`src/rtl/ifu_fetch.sv`:
```
// ifu_fetch: instruction-fetch stage. Owns the PC, keeps at most one
// imem read in flight and presents pc/instr to the IF/ID register.
module ifu_fetch #(
  parameter logic [31:0] RESET_PC = 32'h8000_0000
) (
  input  logic        clk,
  input  logic        rst,
  input  logic        stall,
  input  logic        redirect_valid,
  input  logic [31:0] redirect_pc,
  output logic        imem_req_valid,
  input  logic        imem_req_ready,
  output logic [31:0] imem_req_addr,
  input  logic        imem_rsp_valid,
  input  logic [31:0] imem_rsp_data,
  output logic        if_valid,
  output logic [31:0] if_pc,
  output logic [31:0] if_instr
);

  typedef enum logic [1:0] {
    BOOT,
    REQ,
    WAIT,
    HOLD
  } state_t;

  state_t      state;
  state_t      state_n;
  logic [31:0] pc;
  logic [31:0] pc_n;
  logic [31:0] buf_instr;
  logic [31:0] buf_n;
  logic        drop;
  logic        drop_n;
  logic [31:0] tgt;
  logic [31:0] pc_inc;

  assign tgt    = {redirect_pc[31:2], 2'b00};
  assign pc_inc = pc + 32'd4;

  always_comb begin
    state_n        = state;
    pc_n           = pc;
    buf_n          = buf_instr;
    drop_n         = drop;
    imem_req_valid = 1'b0;
    imem_req_addr  = pc;
    if_valid       = 1'b0;
    if_pc          = 32'h0;
    if_instr       = 32'h0;
    unique case (state)
      BOOT: state_n = REQ;
      REQ: begin
        imem_req_valid = 1'b1;
        if (redirect_valid) pc_n = tgt;
        // a request accepted under a redirect fetches the wrong path
        if (imem_req_ready) begin
          state_n = WAIT;
          drop_n  = redirect_valid;
        end
      end
      WAIT: begin
        if (redirect_valid) begin
          pc_n = tgt;
          if (imem_rsp_valid) begin
            state_n = REQ;
            drop_n  = 1'b0;
          end else begin
            drop_n  = 1'b1;
          end
        end else if (imem_rsp_valid) begin
          drop_n  = 1'b0;
          state_n = REQ;
          if (!drop) begin
            if_valid = 1'b1;
            if_pc    = pc;
            if_instr = imem_rsp_data;
            if (stall) begin
              buf_n   = imem_rsp_data;
              state_n = HOLD;
            end else begin
              pc_n    = pc_inc;
            end
          end
        end
      end
      HOLD: begin
        if (redirect_valid) begin
          pc_n    = tgt;
          state_n = REQ;
        end else begin
          if_valid = 1'b1;
          if_pc    = pc;
          if_instr = buf_instr;
          if (!stall) begin
            pc_n    = pc_inc;
            state_n = REQ;
          end
        end
      end
      default: state_n = BOOT;
    endcase
  end

  always_ff @(posedge clk or posedge rst) begin
    if (rst) begin
      state     <= BOOT;
      pc        <= RESET_PC;
      buf_instr <= 32'h0;
      drop      <= 1'b0;
    end else begin
      state     <= state_n;
      pc        <= pc_n;
      buf_instr <= buf_n;
      drop      <= drop_n;
    end
  end

endmodule

```
`config.mk`:
```
export PLATFORM = sky130hd
export DESIGN_NAME = ifu_fetch
export DESIGN_NICKNAME = d
export VERILOG_FILES = /design/src/rtl/ifu_fetch.sv
export SDC_FILE = /design/constraint.sdc
export NUM_CORES = 1
export LEC_CHECK = 0
export ABC_CLOCK_PERIOD_IN_PS = 2050
export CAP_MARGIN = 20
export CORE_MARGIN = 5
export CORE_UTILIZATION = 39
export DETAILED_ROUTE_END_ITERATION = 10
export GPL_TIMING_DRIVEN = 0
export PLACE_DENSITY = 0.82
export SYNTH_ARGS = -nofsm -noshare
export SYNTH_HDL_FRONTEND = slang
export SYNTH_SLANG_ARGS = --single-unit
```
`constraint.sdc`:
```
create_clock -name clk -period 2.05 [get_ports clk]
set_clock_uncertainty 0.05 [all_clocks]
set_input_delay 0.41 -clock clk [delete_from_list [all_inputs] [get_ports clk]]
set_output_delay 0.41 -clock clk [all_outputs]
set_load 0.02 [all_outputs]
```
# [Word-level counts from Yosys, hierarchy flattened]
# Index checks and enable logic that the tools add are counted.
[totals] elab_cells=60 input_bits=70 output_inout_bits=98 regBits=67
[classes] bitwise_logic=2 n_eq_ne=9 reduce_logical=7 mux=37 n_addsub=1
[ops] op="$mux 32" count=14
[ops] op="$pmux 32 s2" count=2
[ops] op="$pmux 32 s3" count=1
[ops] op="$add 32x3->32 const B" count=1
[ops] op="$mux 2" count=8
[ops] op="$mux 1" count=9
[ops] op="$ne 3x3->1 const B" count=3
[ops] op="$pmux 2 s4" count=1
[ops] op="$ne 2x2->1 const B" count=3
[ops] op="$reduce_and 3->1" count=2
[ops] op="$reduce_and 5->1" count=1
[ops] op="$eq 2x2->1 const B" count=2
[ops] op="$pmux 1 s2" count=2
[ops] op="$reduce_and 4->1" count=1
[ops] op="$reduce_bool 3->1" count=1
[ops] op="$eq 2x1->1 const B" count=1
[ops] op="$logic_not 2->1" count=1
[ops] op="$not 1->1" count=2
[ops] op="$reduce_bool 2->1" count=1

# [Logic depth before layout (Yosys ltp)]
[depth] word_depth=6 depth_mapped=9 ltp_nobuf=7

# [Worst setup path after synthesis]
# Ideal clock, no wire load.
[synth_timing] kind="register -> register" startpoint="register pc[2] (netlist: imem_req_addr[2])" endpoint="register pc[30] (netlist: imem_req_addr[30])" synth_period_minus_slack_ps=2402 required_time_ps=1920 setup_time_ps=80 slack_ps=-352 path_stages_with_launch=7 t_arrival_ps=2273 path_buffers=0 cell_sequence="dfrtp_1 > ha_1 > nand3_2 > or4_4 > or4_4 > a21oi_2 > a2bb2oi_1"
[synth_via] elab_chain_cells=6 elab_cells_between_ends=7 cone_classes="1 x add/sub; 6 x mux"
[synth_rtl] element="start, declared" line="30" source="logic [31:0] pc;"
[synth_rtl] element="start signal, assigned" line="114" source="pc <= pc_n;"
[synth_rtl] element="$add 32x3->32 (*)" line="40" source="assign pc_inc = pc + 32'd4;"
[synth_rtl] element="$mux 32 (*)" line="79, 96"
[synth_rtl] element="$mux 32" line="75" source="if (!drop) begin"
[synth_rtl] element="$mux 32" line="72" source="end else if (imem_rsp_valid) begin"
[synth_rtl] element="$mux 32" line="64" source="if (redirect_valid) begin"
[synth_rtl] element="$pmux 32 s3 (*)" line="52" source="unique case (state)"
# Mark *: on every way between the ends. The rest lies on a longest branch, timed or not. The select of a mux whose other input is x is not followed.
# A chain may end at the register's enable or synchronous reset.

# [Worst setup path in the final report]
[layout_timing] startpoint="register state[0]" endpoint="output port if_instr[20]"
[layout_via] elab_chain_cells=2 elab_cells_between_ends=3 cone_classes="2 x eq/ne; 1 x mux"
[layout_rtl] element="start, declared" line="28" source="state_t state;"
[layout_rtl] element="start signal, assigned" line="113" source="state <= state_n;"
[layout_rtl] element="$eq 2x2->1" line="52"
[layout_rtl] element="$pmux 32 s2 (*)" line="52"
[layout_rtl] element="end, declared" line="18" source="output logic [31:0] if_instr"
# Mark *: on every way between the ends. The rest lies on a longest branch, timed or not.

==> reports/metrics.yaml <==
min_path:
  hold_class: "input pin to async pin"
critical_path:
  crit_buf_inv: 4
  crit_chain: "inv_2, ha_4, nor2b_4, nand2_2, nor2_4, buf_12, clkbuf_16, a22o_4, buf_6"
  cp-start-kind: "register"
  cp_top_family: "buffers and inverters"
  slowest_stage: "dfrtp_1"
  cp.arrival_ns: 1.98
  cp_max_fo: 5
  cpPeakStageDelay_ns: 0.41
  required_ns: 1.59
  setup.worst_path.class: "register to output port"
  end_kind: "output port"
timing:
  setup-tns-final_ns: -27.17
  period_share_pct: 119
  hold_violations: 0
  setup_ws_ns: -0.394
  slew_headroom_pct: 50.2
  slew_violations: 0
  fmax_ghz: 0.409
  fin_crit_ns: 2.44
  rsz0062_at_grt: "yes"
  tightestPinTransition_ns: 0.746
  setup_viol: 120
floorplan:
  ios: 168
  core_mm2: 0.00973
  rows: 36
  die_x_um: 109
  fp.dieH_um: 109
  start_util_pct: 39.7
  dieArea_mm2: 0.0120
job:
  maxCapViolCount: 0
drt:
  via_per_inst: 5.75
  via_count: 4361
  firstDrtPassIters: 5
  drt-total-wl_mm: 15.8
  drtAntennaViolNets: 0
  wl_per_cell_um: 20.8
  drt-initial-drc-count: 241
  drcViolationCount: 0
yosys:
  synth-edff-count: 0
  synth-main-ff-cell: "dfrtp_1"
  yosysWarnings: 0
  yosysTopAreaCellShare_pct: 41.5
  ys_ff_latch: 65
  synth.area.mux_share_pct: 9.60
  synth_common_cells: "64 x dfrtp_1, 45 x a21oi_1, 32 x a22o_1, 32 x mux2_2"
  syn_inst: 412
  synth_area_leader_cell: "dfrtp_1"
  yosysMostFrequentCell: "dfrtp_1"
  synthAdderAreaFrac_pct: 1.62
  synth_xor_area_share_pct: 0
  ys_types: 47
  ys_seq_area_share_pct: 42.2
  synth_area_leaders: "dfrtp_1 42%, mux2_2 9.3%, a22o_1 7.3%"
  synth-simple-area-share_pct: 17.3
  synth-compound-area-share_pct: 24.7
  avgSynthCellArea_um2: 9.37
  synth_top_family_by_area: "compound AO/OA/AOI/OAI gates"
  synthArstFlopShare_pct: 100
  synth_area_mm2: 0.00386
clocking:
  clockBufferDepth: 2
  postCtsHoldBufs: 0
  cts_tree: "done"
  clock_sinks: 65
  cts_made_buffers: 9
  clk_latency_ns: 0.35
  cts_max_level: 3
  path_clk_slew_ns: 0.07
  clock-root-buffer: "clkbuf_8"
power_and_ir_drop:
  p_sw_mw: 3.72
  share_seq_of_total_power_pct: 32.2
  p_per_area_mw_per_mm2: 1180
  sw_frac_of_total_pct: 44.3
  pwr-share-clk_pct: 11.4
  p_int_mw: 4.68
  fin_total_pwr_mw: 8.40
  peakVddDrop_v: 0.000568
  pwr-share-comb_pct: 56.5
  leakage_nw: 3.16
cells_and_area:
  ff_latch_area_mm2: 0.00164
  fill_cells: 649
  multiInputGateArea_mm2: 0.00261
  drive_gt1_share_pct: 44.4
  nets: 697
  syn_to_final_growth_pct: 84.2
placement:
  port_buffers: 161
  place_ws_ns: -1.22
  hpwl_mm: 10.4
  place_congestion: 0.988
global_routing:
  grt_pass1_wl_mm: 24.0
  antenna_found_initial: 1
  grt_overflow: 0
  grt_use_total_pct: 25.6
  grt_pass1_vias: 4553
  grt_max_degree: 34
outcome:
  status: "finished, violations left"
  violations: "setup timing"
[registers in the layout, indices dropped and copies added (netlist names)]
name	count
buf_instr	32
imem_req_addr	30
state	2
drop	1
[layout by cell type, fill, tap and decap left out, types with 8 or more instances in the layout]
master           instances
clkdlybuf4s50_1         95
buf_6                   67
dfrtp_1                 55
a21oi_1                 44
mux2_2                  32
a22o_4                  30
and2_4                  26
buf_4                   25
nand2_1                 21
o21ai_0                 18
nor2_1                  17
nand3_1                 15
o22ai_1                 14
clkbuf_8                13
clkbuf_16               12
dfrtp_2                  9
inv_1                    8
a2bb2oi_1                8
[power by group through the flow]
stage               Clock (mW)  Combinational, mW  Sequential, mW
floorplan                    0               2.05            2.83
global route              1.01               5.08            2.79
CTS                      0.956               4.62            2.64
detailed placement           0               3.94            2.66
global placement             0               3.82            2.61
finish                   0.955               4.74            2.70
[final timing paths]
kind / from / endpoint / slack (ns) / cells after the start
max in group asynchronous: rst / imem_req_addr[31] / 0.81 / 3
max: state[0] / if_instr[20] / -0.39 / 9
min in group clk: buf_instr[31] / buf_instr[31] / 0.48 / 1
min reg2reg: buf_instr[31] / buf_instr[31] / 0.48 / 1
max reg2reg: state[1] / imem_req_addr[3] / -0.18 / 8
min: rst / buf_instr[19] / 0.47 / 2
[area by class of cell]
type,count,area share [%]
multi-input combinational,307,36.7
clock inverter,1,0.0704
antenna,1,0.0352
sequential,65,23.1
clock buffer,12,2.04
timing repair buffer,199,30.7
inverter,10,0.581
buffer,30,4.56
tap,133,2.34
[metrics by stage]
| stage | hold slack (ns) | utilization [%] | area [µm²] | std cells |
|---|---|---|---|---|
| after global routing | 0.499 | 73.1 | 7110 | 758 |
| final | 0.473 | 73.1 | 7110 | 758 |
| after detailed placement | 0.454 | 62.0 | 6030 | 710 |
| after CTS | 0.471 | 71.0 | 6910 | 750 |
| after floorplan | 0.430 | - | 4230 | 415 |
| after global placement | 0.439 | 61.8 | 6010 | 709 |
[layer usage]
layer | global-route usage [%] | wire length (µm)
met4 | 10.3 | 648
met3 | 8.87 | 1730
met2 | 43.8 | 7860
met1 | 29.3 | 5520
met5 | 0 | 0
[kinds of logic after synthesis]
| logic type | count (synthesis) |
|---|---|
| buffers and inverters | 43 |
| muxes | 33 |
| AOI/OAI and AO/OA | 141 |
| DFF | 65 |
| other | 1 |
| and+or+nand+nor | 124 |
| adders and majority gates | 5 |
[worst register-to-register path: cells and delay by family (launching register included)]
| kind | cells | cell delay, ns |
|---|---|---|
| compound gates | 1 | 0.17 |
| fa+ha+maj | 1 | 0.24 |
| buf+inv | 2 | 0.42 |
| flops | 1 | 0.43 |
| simple gates | 4 | 0.84 |
[repair_timing]
action	CTS	global route
buffers inserted	22	7
pin swaps	43	5
cloned	6	3
resized for setup	483	32
endpoints found under the setup margin	126	125
(Power assumes the default switching activity.)
